===== src/rtl/sort_floats_seq_if.sv =====
// Handshake bundle for sort_floats_seq: upstream job channel and downstream result channel.
interface sort_floats_seq_if #(
  parameter int N    = 3,
  parameter int FLEN = 64
);
  logic                     up_valid;
  logic                     up_ready;
  logic [0:N-1][FLEN-1:0]   up_data;
  logic                     down_valid;
  logic                     down_ready;
  logic [0:N-1][FLEN-1:0]   down_data;
  logic                     down_err;

  // Producer/consumer side (drives jobs in, accepts results)
  modport master (
    output up_valid, up_data, down_ready,
    input  up_ready, down_valid, down_data, down_err
  );

  // Sorter side
  modport slave (
    input  up_valid, up_data, down_ready,
    output up_ready, down_valid, down_data, down_err
  );
endinterface


===== src/rtl/sort_floats_seq.sv =====
// Multi-cycle ascending sorter: a fixed bubble-sort schedule of (N-1)^2 compare/swap
// steps over an internal buffer, sharing one floating-point <= comparator.

// IEEE-754 "a <= b" with NaN detection. err=1 when either operand is NaN (res forced 0).
// +0 and -0 compare equal so they are never reordered.
module f_less_or_equal #(
  parameter int FLEN = 64
) (
  input  logic [FLEN-1:0] a_i,
  input  logic [FLEN-1:0] b_i,
  output logic            res_o,
  output logic            err_o
);
  localparam int EW = (FLEN == 16) ? 5 : (FLEN == 32) ? 8 : 11;
  localparam int MW = FLEN - 1 - EW;

  logic            a_s, b_s, a_nan, b_nan;
  logic [FLEN-2:0] a_mag, b_mag;

  // Sign/magnitude ordering; negative values order by reversed magnitude
  always_comb begin
    a_s   = a_i[FLEN-1];
    b_s   = b_i[FLEN-1];
    a_mag = a_i[FLEN-2:0];
    b_mag = b_i[FLEN-2:0];
    a_nan = (&a_i[FLEN-2 -: EW]) && (|a_i[MW-1:0]);
    b_nan = (&b_i[FLEN-2 -: EW]) && (|b_i[MW-1:0]);
    err_o = a_nan | b_nan;
    res_o = 1'b0;
    if (err_o)                             res_o = 1'b0;
    else if (a_mag == '0 && b_mag == '0)   res_o = 1'b1;
    else if (a_s != b_s)                   res_o = a_s;
    else if (!a_s)                         res_o = (a_mag <= b_mag);
    else                                   res_o = (a_mag >= b_mag);
  end
endmodule

module sort_floats_seq #(
  parameter int N    = 3,
  parameter int FLEN = 64
) (
  input  logic                clk,
  input  logic                rst,
  sort_floats_seq_if.slave    sif
);
  localparam int IW = (N > 2) ? $clog2(N) : 1;
  localparam logic [IW-1:0] LAST = IW'(N - 2);

  localparam logic [1:0] S_IDLE = 2'd0;
  localparam logic [1:0] S_SORT = 2'd1;
  localparam logic [1:0] S_DONE = 2'd2;

  logic [1:0]             state_q, state_d;
  logic [IW-1:0]          pass_q, pass_d;
  logic [IW-1:0]          i_q, i_d;
  logic [IW-1:0]          i_nxt;
  logic [0:N-1][FLEN-1:0] elem_q, elem_d;
  logic                   err_q, err_d;

  logic [FLEN-1:0]        cmp_a, cmp_b;
  logic                   cmp_res, cmp_err;

  assign i_nxt = i_q + 1'b1;
  assign cmp_a = elem_q[i_q];
  assign cmp_b = elem_q[i_nxt];

  f_less_or_equal #(.FLEN(FLEN)) u_cmp (
    .a_i   (cmp_a),
    .b_i   (cmp_b),
    .res_o (cmp_res),
    .err_o (cmp_err)
  );

  // Next-state: job load, one compare/swap per SORT cycle, result hold in DONE
  always_comb begin
    state_d = state_q;
    pass_d  = pass_q;
    i_d     = i_q;
    elem_d  = elem_q;
    err_d   = err_q;
    case (state_q)
      S_IDLE: begin
        if (sif.up_valid) begin
          elem_d  = sif.up_data;
          pass_d  = '0;
          i_d     = '0;
          err_d   = 1'b0;
          state_d = S_SORT;
        end
      end
      S_SORT: begin
        if (cmp_err) begin
          err_d = 1'b1;
        end else if (!cmp_res) begin
          elem_d[i_q]   = cmp_b;
          elem_d[i_nxt] = cmp_a;
        end
        if (i_q == LAST) begin
          i_d    = '0;
          pass_d = pass_q + 1'b1;
          if (pass_q == LAST) state_d = S_DONE;
        end else begin
          i_d = i_nxt;
        end
      end
      S_DONE: begin
        if (sif.down_ready) state_d = S_IDLE;
      end
      default: state_d = S_IDLE;
    endcase
  end

  // State registers; reset clears the buffer so the result bus reads zero after reset
  always_ff @(posedge clk) begin
    if (rst) begin
      state_q <= S_IDLE;
      pass_q  <= '0;
      i_q     <= '0;
      elem_q  <= '0;
      err_q   <= 1'b0;
    end else begin
      state_q <= state_d;
      pass_q  <= pass_d;
      i_q     <= i_d;
      elem_q  <= elem_d;
      err_q   <= err_d;
    end
  end

  assign sif.up_ready   = (state_q == S_IDLE);
  assign sif.down_valid = (state_q == S_DONE);
  assign sif.down_data  = elem_q;
  assign sif.down_err   = err_q;
endmodule

===== src/flat_wrapper.sv =====
// flat-port wrapper written by rule: the top's interface ports become plain ports
module sort_floats_seq_flat 
#(
  parameter int N    = 3,
  parameter int FLEN = 64
)
  (clk, rst, sif_up_valid, sif_up_data, sif_down_ready, sif_up_ready, sif_down_valid, sif_down_data, sif_down_err);
  sort_floats_seq_if #(.N(N), .FLEN(FLEN)) sif_i ();
  input  logic clk;
  input  logic rst;
  input wire logic [$bits(sif_i.up_valid)-1:0] sif_up_valid;
  input wire logic [$bits(sif_i.up_data)-1:0] sif_up_data;
  input wire logic [$bits(sif_i.down_ready)-1:0] sif_down_ready;
  output wire logic [$bits(sif_i.up_ready)-1:0] sif_up_ready;
  output wire logic [$bits(sif_i.down_valid)-1:0] sif_down_valid;
  output wire logic [$bits(sif_i.down_data)-1:0] sif_down_data;
  output wire logic [$bits(sif_i.down_err)-1:0] sif_down_err;
  assign sif_i.up_valid = sif_up_valid;
  assign sif_i.up_data = sif_up_data;
  assign sif_i.down_ready = sif_down_ready;
  assign sif_up_ready = sif_i.up_ready;
  assign sif_down_valid = sif_i.down_valid;
  assign sif_down_data = sif_i.down_data;
  assign sif_down_err = sif_i.down_err;
  sort_floats_seq #(.N(N), .FLEN(FLEN)) u_core (.clk(clk), .rst(rst), .sif(sif_i));
endmodule

===== config.mk =====
export PLATFORM = sky130hd
export DESIGN_NAME = sort_floats_seq_flat
export DESIGN_NICKNAME = d
export VERILOG_FILES = /design/src/rtl/sort_floats_seq_if.sv /design/src/rtl/sort_floats_seq.sv /design/src/flat_wrapper.sv
export SDC_FILE = /design/constraint.sdc
export NUM_CORES = 1
export LEC_CHECK = 0
export BUFFER_PORTS_ARGS = -buffer_cell sky130_fd_sc_hd__buf_4
export CAP_MARGIN = 5
export CORE_UTILIZATION = 50
export DETAILED_ROUTE_END_ITERATION = 10
export PLACE_DENSITY = 0.76
export SYNTH_ARGS = -nofsm -noshare
export SYNTH_HDL_FRONTEND = slang
export SYNTH_SLANG_ARGS = --single-unit

===== constraint.sdc =====
create_clock -name clk -period 6.74 [get_ports clk]
set_input_delay 1.685 -clock clk [delete_from_list [all_inputs] [get_ports clk]]
set_output_delay 1.685 -clock clk [all_outputs]
set_load 0.02 [all_outputs]

==> results of run 1 <==
-- worst paths after layout --
check / endpoint / cells after the start / startpoint / slack [ns]
worst max-delay path: u_core.sif.down_data[145] / 16 / u_core.i_q[1] / 0.31
worst min register to register: u_core.sif.down_err / 1 / u_core.sif.down_err / 0.47
worst min-delay path: u_core.sif.down_err / 1 / u_core.sif.down_err / 0.47
worst max register to register: u_core.sif.down_data[145] / 16 / u_core.i_q[1] / 0.31
-- routing by layer --
| layer | GRT usage | routed length (um) |
|---|---|---|
| met5 | 0 | 0 |
| met4 | 0.173 | 2800 |
| met3 | 0.0705 | 7300 |
| met2 | 0.592 | 28800 |
| met1 | 0.500 | 25200 |
-- cells in the mapped netlist (all sizes together) (3+ instances only) --
cell type	number	area share
nand2	80	0.019
nor3	7	0.0022
o41ai	3	0.0017
o311ai	3	0.0017
o21ai	398	0.13
a22o	7	0.0038
ha	69	0.054
nand3	13	0.0041
mux2	8	0.0057
o22ai	60	0.024
mux2i	121	0.076
a221o	192	0.12
a211oi	4	0.0019
nand2b	4	0.0016
or3	190	0.075
clkbuf	169	0.040
dfxtp	199	0.25
and4	4	0.0022
a21oi	216	0.068
nand4	19	0.0075
nor2	21	0.0051
inv	67	0.016
o2bb2ai	57	0.031
nor4	33	0.013
buf	69	0.032
nor2b	11	0.0043
-- through the flow --
step	setup WS (ns)	total power, W
after detailed placement	0.628	0.00777
after global routing	0.0184	0.00949
after CTS	0.588	0.00880
after global placement	0.751	0.00759
after floorplan	1.77	0.00602
final	0.311	0.00893
-- logic make-up after synthesis --
| family | synth area share |
|---|---|
| AO/OA/AOI/OAI | 0.388 |
| AND/OR/NAND/NOR | 0.137 |
| buffers and inverters | 0.0889 |
| flip-flops | 0.250 |
| adder cells (fa/ha/maj) | 0.0542 |
| multiplexers | 0.0817 |
-- flip-flops by register name (all words and copies together), names as in the netlist --
signal,cells
u_core.i_q,2
u_core.pass_q,2
u_core.sif.down_data,192
u_core.sif.down_err,1
u_core.state_q,2
-- area by class of cell --
cell class                 instances  area share
multi-input combinational       1548       0.556
clock buffer                      19      0.0231
sequential                       199       0.208
antenna                            1    0.000131
tap                              396      0.0258
timing repair buffer             421       0.168
inverter                          67      0.0131
clock inverter                    12     0.00594
-- report_power, final --
group          internal, W  switching, W
Sequential         0.00163      0.000583
Clock             0.000496      0.000529
Combinational      0.00214       0.00356
Total              0.00426       0.00467
-- cell usage in the layout, fill, tap and decap left out, drive strengths merged, types with 2 or more instances in the layout --
| cell | instances |
|---|---|
| nor4 | 33 |
| nand2b | 4 |
| nand3 | 13 |
| inv | 71 |
| o21ai | 398 |
| dfxtp | 199 |
| a221o | 192 |
| or3 | 190 |
| a22oi | 2 |
| o211ai | 2 |
| mux2 | 8 |
| clkinv | 7 |
| buf | 421 |
| o2bb2ai | 57 |
| nand3b | 2 |
| nor2b | 11 |
| nand4 | 19 |
| ha | 69 |
| a21boi | 2 |
| a22o | 7 |
| nor2 | 21 |
| o21a | 2 |
| o311a | 2 |
| o311ai | 3 |
| nor3 | 7 |
| clkbuf | 19 |
| o22ai | 60 |
| and4 | 4 |
| a21o | 2 |
| a211oi | 4 |
| o41ai | 3 |
| nand2 | 80 |
| a21oi | 216 |
| or4 | 2 |
| mux2i | 121 |
| a2111oi | 2 |
==> metrics.md, run 1 <==
| Metric | Value |
|---|---|
| Buf/Inv on CP | 4 |
| Layout cells sized above 1 | 0.210 |
| Setup Skew | roughly 0.018 ns |
| Max Cap Viol | 0 |
| GRT Resource Usage Total | 0.377 |
| Worst EP arrival | roughly 6.8 ns |
| Final Util | 0.619 |
| Area grow syn2layout | 20.4% |
| Slew @ Worst Pin | 1.24 ns |
| CTS H-tree lvls | 4 |
| CTS Buffer Depth | 2 |
| Area of the multi-input gates | 10,700 sq um |
| Clock Tree Root | clkbuf_16 |
| Via density | 7.06 |
| Final Slew Violations | 0 |
| Placer Congestion | 0.954 |
| Finished Layout Cells | 2,663 |
| Cells after Synth | 2,054 |
| Hold Crit Class | reg -> reg |
| CP Capture Type | flip-flop |
| Row count | 64 |
| I/O Buffers | 390 |
| Die Y | ~180 um |
| Register area | 3990 sq um |
| CP Launch Type | flip-flop |
| Distinct cells, synth | 52 |
| Post CTS Setup Buffer Count | 0 |
| Total CTS buffers | 17 |
| Critical path cell sequence | inv_1, ha_4, nor2_4, buf_4, a22o_1, inv_1, ha_1, nand4_1, nor4_1, nand4_1, o211ai_1, nor4_1, a311o_2, buf_12, or3_1, a21oi_1 |
| CP peak stage delay | 0.87 ns |
| Vias | 18,795 |
| DP Area | 18,600 sq um |
| VDD IR max | 737 uV |
| Post-synth EDFFs | 0 |
| Initial antenna violation count | 2 |
| Slew HR | 0.174 |
| FF+latch count, synth | 199 |
| Clock Pin Slew Worst Setup and Hold Paths | 0.09 ns |
| Setup TNS | 0 ns |
| Unrepaired setup endpoints after global routing | no |
| Min Tclk post-route | between 6 and 7 ns |
| Die area | approximately 33,000 sq um |
| Core area | 31,000 sq um |
| Yosys warning count | 0 |
| Fmax | about 0.16 GHz |
| DR WL/cell | 24.1 um |
| Cts hold-fix bufs | 0 |
| Run status | finished, final reports clean |
| Setup-failing EPs final | 0 |
| Critical path fanouts, max | 297 |
| CP top delay family | simple AND/OR/NAND/NOR gates |
| Type of the worst setup path | reg -> reg |
| First-pass GRT wire length | just under 100,000 um |
| Number of global-route vias before repair | roughly 17,000 |
| Pin count of the biggest net entering global routing | 298 |
| DRC | 0 |
| I/O pin count | 391 |
| Post-DP HPWL | 42,300 um |
| Top_reg_cell synth | dfxtp_1 |
| Antenna Nets Post-Route | 0 |
| Cells after DPL | 2,631 |
| Resized Gates After CTS | 0 |
| Slowest stage cell, crit path | nor4_1 |
| Fin nets | between 2,000 and 3,000 |
| Initial core utilization | 0.514 |
| Mapped cell area | 15,900 sq um |
| TritonCTS clock tree | done |
| Synthesized area per cell | 7.75 sq um |
| Pleak | 7.19 nW |
| Chip width | 180 um |
| Final hold slack | roughly 0.47 ns |
| Power Density | 466 nW/um^2 |
| Wirelength, routed | 64,100 um |
| Grt ovf | 0 |
| Register area share after synthesis | 0.250 |
| Share of flip-flops with an asynchronous set or reset | 0 |
| Clock Sinks | 199 |
| Final hold violations | 0 |
| Worst endpoint required time | about 7.1 ns |
| Final instance area | 19,200 sq um |
| Number of fill cells | about 2,800 |
| Final period util | 0.954 |
| Violation count after the first detailed-routing iteration | 2,605 |
| Worst skew pair latency | 0.45 ns |
| DR pass1 iterations | 8 |
| Synthesized Nets | roughly 2,300 |
Note: power is estimated with default switching activity, not from simulation.
==> inputs of run 2 (changes only) <==
- CELL_PAD_IN_SITES_DETAIL_PLACEMENT: default -> 0
- CELL_PAD_IN_SITES_GLOBAL_PLACEMENT: default -> 1
- CORE_UTILIZATION: 50 -> 40
- PLACE_DENSITY: 0.76 -> default
- PLACE_DENSITY_LB_ADDON: default -> 0.1
==> metrics.md, run 2 (synthesized netlist as in run 1, its figures left out) <==
| Metric | Value |
|---|---|
| Run status | finished, final reports clean |
| I/O Buffers | 390 (unchanged) |
| Antenna Nets Post-Route | 0 (unchanged) |
| VDD IR max | 700 uV (-5.0%) |
| Area grow syn2layout | 22.1% |
| Area of the multi-input gates | 10,700 sq um (unchanged) |
| Final instance area | 19,400 sq um (+1.5%) |
| Worst EP arrival | 6.14 ns (-0.66 ns) |
| Max Cap Viol | 0 (unchanged) |
| Initial core utilization | 0.409 (-0.105) |
| Number of fill cells | 3,807 (+36%) |
| Clock Pin Slew Worst Setup and Hold Paths | 0.07 ns (-0.02 ns) |
| CTS Buffer Depth | 2 (unchanged) |
| Final period util | 0.855 (-0.0984) |
| TritonCTS clock tree | done |
| Chip width | 202 um (+12%) |
| Via density | 6.51 (-7.8%) |
| Placement Setup Slack | 1.19 ns (+0.559 ns) |
| Fin nets | 2,523 (+0.16%) |
| Placer Congestion | 0.856 (-10%) |
| Resized Gates After CTS | 0 (unchanged) |
| Clock Sinks | 199 (unchanged) |
| Min Tclk post-route | 5.77 ns (-0.663 ns) |
| Vias | 18,154 (-3.4%) |
| Final Slew Violations | 0 (unchanged) |
| Cells after DPL | 2,757 (+4.8%) |
| CP Capture Type | flip-flop |
| Seq pwr share | 0.241 (-0.006) |
| Grt ovf | 0 (unchanged) |
| Slew HR | 0.214 (+0.0398) |
| Power Total | 0.00912 W (+2.1%) |
| I/O pin count | 391 (unchanged) |
| Initial antenna violation count | 2 (unchanged) |
| Pint | 0.00446 W (+4.7%) |
| Fmax | 0.173 GHz (+12%) |
| Clock Tree Root | clkbuf_16 |
| First-pass GRT wire length | 105,000 um (+5.8%) |
| Unrepaired setup endpoints after global routing | no |
| Sw Share | 0.511 (-0.0122) |
| Commonest non-fill, non-tap cell in the layout | buf_4 |
| DRC | 0 (unchanged) |
| Post-DP HPWL | 44,900 um (+6.1%) |
| Commonest cells after routing, fill and taps aside | 420 x buf_4, 378 x o21ai_0, 216 x a21oi_1, 197 x dfxtp_1, 192 x a221o_1 |
| Cts hold-fix bufs | 0 (unchanged) |
| Setup-failing EPs final | 0 (unchanged) |
| Worst endpoint required time | 7.12 ns (about the same) |
| CP Launch Type | flip-flop |
| Type of the worst setup path | reg -> reg |
| Hold Crit Class | reg -> reg |
| Row count | 72 (+13%) |
| Final worst slack | 0.974 ns (+0.663 ns) |
| CTS H-tree lvls | 4 (unchanged) |
| DR WL/cell | 24.6 um (+2.3%) |
| Final hold violations | 0 (unchanged) |
| GRT Resource Usage Total | 0.328 (-0.0493) |
| Critical path fanouts, max | 76 (-74%) |
| DP Area | 18,800 sq um (+0.98%) |
| Wirelength, routed | 68,700 um (+7.2%) |
| Pin count of the biggest net entering global routing | 257 (-14%) |
| Worst skew pair latency | 0.46 ns (about the same) |
| Finished Layout Cells | 2,790 (+4.8%) |
| Max reg flops | 192 (unchanged) |
| Sw Pwr | 0.00466 W (-0.27%) |
| Pleak | 7.25 nW (+0.92%) |
| Total CTS buffers | 17 (unchanged) |
| Setup Skew | 0.00994 ns (-0.00829 ns) |
| Core area | 38,900 sq um (+26%) |
| Slew @ Worst Pin | 1.18 ns (-0.0598 ns) |
| Setup TNS | 0 ns (unchanged) |
| Number of global-route vias before repair | 16,949 (-1.3%) |
| Layout cells sized above 1 | 0.211 (+0.000952) |
| Comb pwr share | 0.629 (-0.009) |
| Register area | 3990 sq um (unchanged) |
| DR pass1 iterations | 6 (-2) |
| Die area | 40,600 sq um (+25%) |
| Die Y | 202 um (+12%) |
| Post CTS Setup Buffer Count | 0 (unchanged) |
| Clock Power Share | 0.131 (+0.016) |
| Power Density | 469 nW/um^2 (+0.64%) |
| Violation count after the first detailed-routing iteration | 1,950 (-25%) |
==> run 2: cell count changes in the layout (fill, tap and decap cells not counted) <==
| cell | change |
|---|---|
| buf_4 | +4 |
| bufinv_16 | +4 |
| clkbuf_1 | +1 |
| clkbuf_8 | +5 |
| clkinv_4 | -6 |
| clkinvlp_4 | -1 |
| diode_2 | +1 |
| inv_4 | +1 |
| inv_8 | -4 |
==> run 2: per-layer routing <==
layer | part of all wire | vias up | GRT usage
li1 | - | 8375 | -
met1 | 0.43 | 8758 | 0.456
met2 | 0.46 | 928 | 0.508
met3 | 0.084 | 93 | 0.0557
met4 | 0.023 | 0 | 0.113
met5 | 0 | - | 0
==> run 2: layout make-up <==
class                      count  area share
clock inverter                 6     0.00695
antenna                        2    0.000257
sequential                   199       0.205
multi-input combinational   1548       0.548
inverter                      67      0.0129
tap                          518      0.0333
timing repair buffer         425       0.167
clock buffer                  25      0.0265
==> run 2: power groups by stage <==
stage / Sequential, W / Clock, W / Combinational [W]
6_report: 0.00219 / 0.00119 / 0.00573
5_1_grt: 0.00225 / 0.00124 / 0.00629
4_1_cts: 0.00218 / 0.00120 / 0.00569
3_5_place_dp: 0.00220 / 0 / 0.00567
3_3_place_gp: 0.00220 / 0 / 0.00555
2_1_floorplan: 0.00252 / 0 / 0.00350
==> run 2: per-stage QoR <==
| step | util | hold slack (ns) |
|---|---|---|
| 6_report | 0.500 | 0.470 |
| 5_1_grt | 0.500 | 0.489 |
| 4_1_cts | 0.500 | 0.472 |
| 3_5_place_dp | 0.483 | 0.455 |
| 3_3_place_gp | 0.483 | 0.452 |
| 2_1_floorplan | - | 0.454 |
==> run 2: worst max-delay path, cell delays in order, from the launching register on <==
cell,delay [ns]
dfxtp_4,0.35
inv_1,0.09
ha_4,0.55
buf_12,0.28
mux2i_1,0.12
o2bb2ai_1,0.58
inv_1,0.11
ha_1,0.31
nand4_1,0.11
nor3_1,0.08
o31a_1,0.11
a2111oi_0,0.84
o211ai_1,0.23
o221ai_1,0.63
o311ai_4,0.20
buf_4,0.40
or3_1,0.43
a21oi_1,0.15
==> run 2: worst paths after layout <==
kind | from | to | slack (ns) | depth (start not counted)
worst max-delay path | u_core.i_q[1] | u_core.sif.down_data[44] | 0.97 | 17
worst min-delay path | u_core.sif.down_err | u_core.sif.down_err | 0.47 | 1
worst max register to register | u_core.i_q[1] | u_core.sif.down_data[44] | 0.97 | 17
worst min register to register | u_core.sif.down_err | u_core.sif.down_err | 0.47 | 1
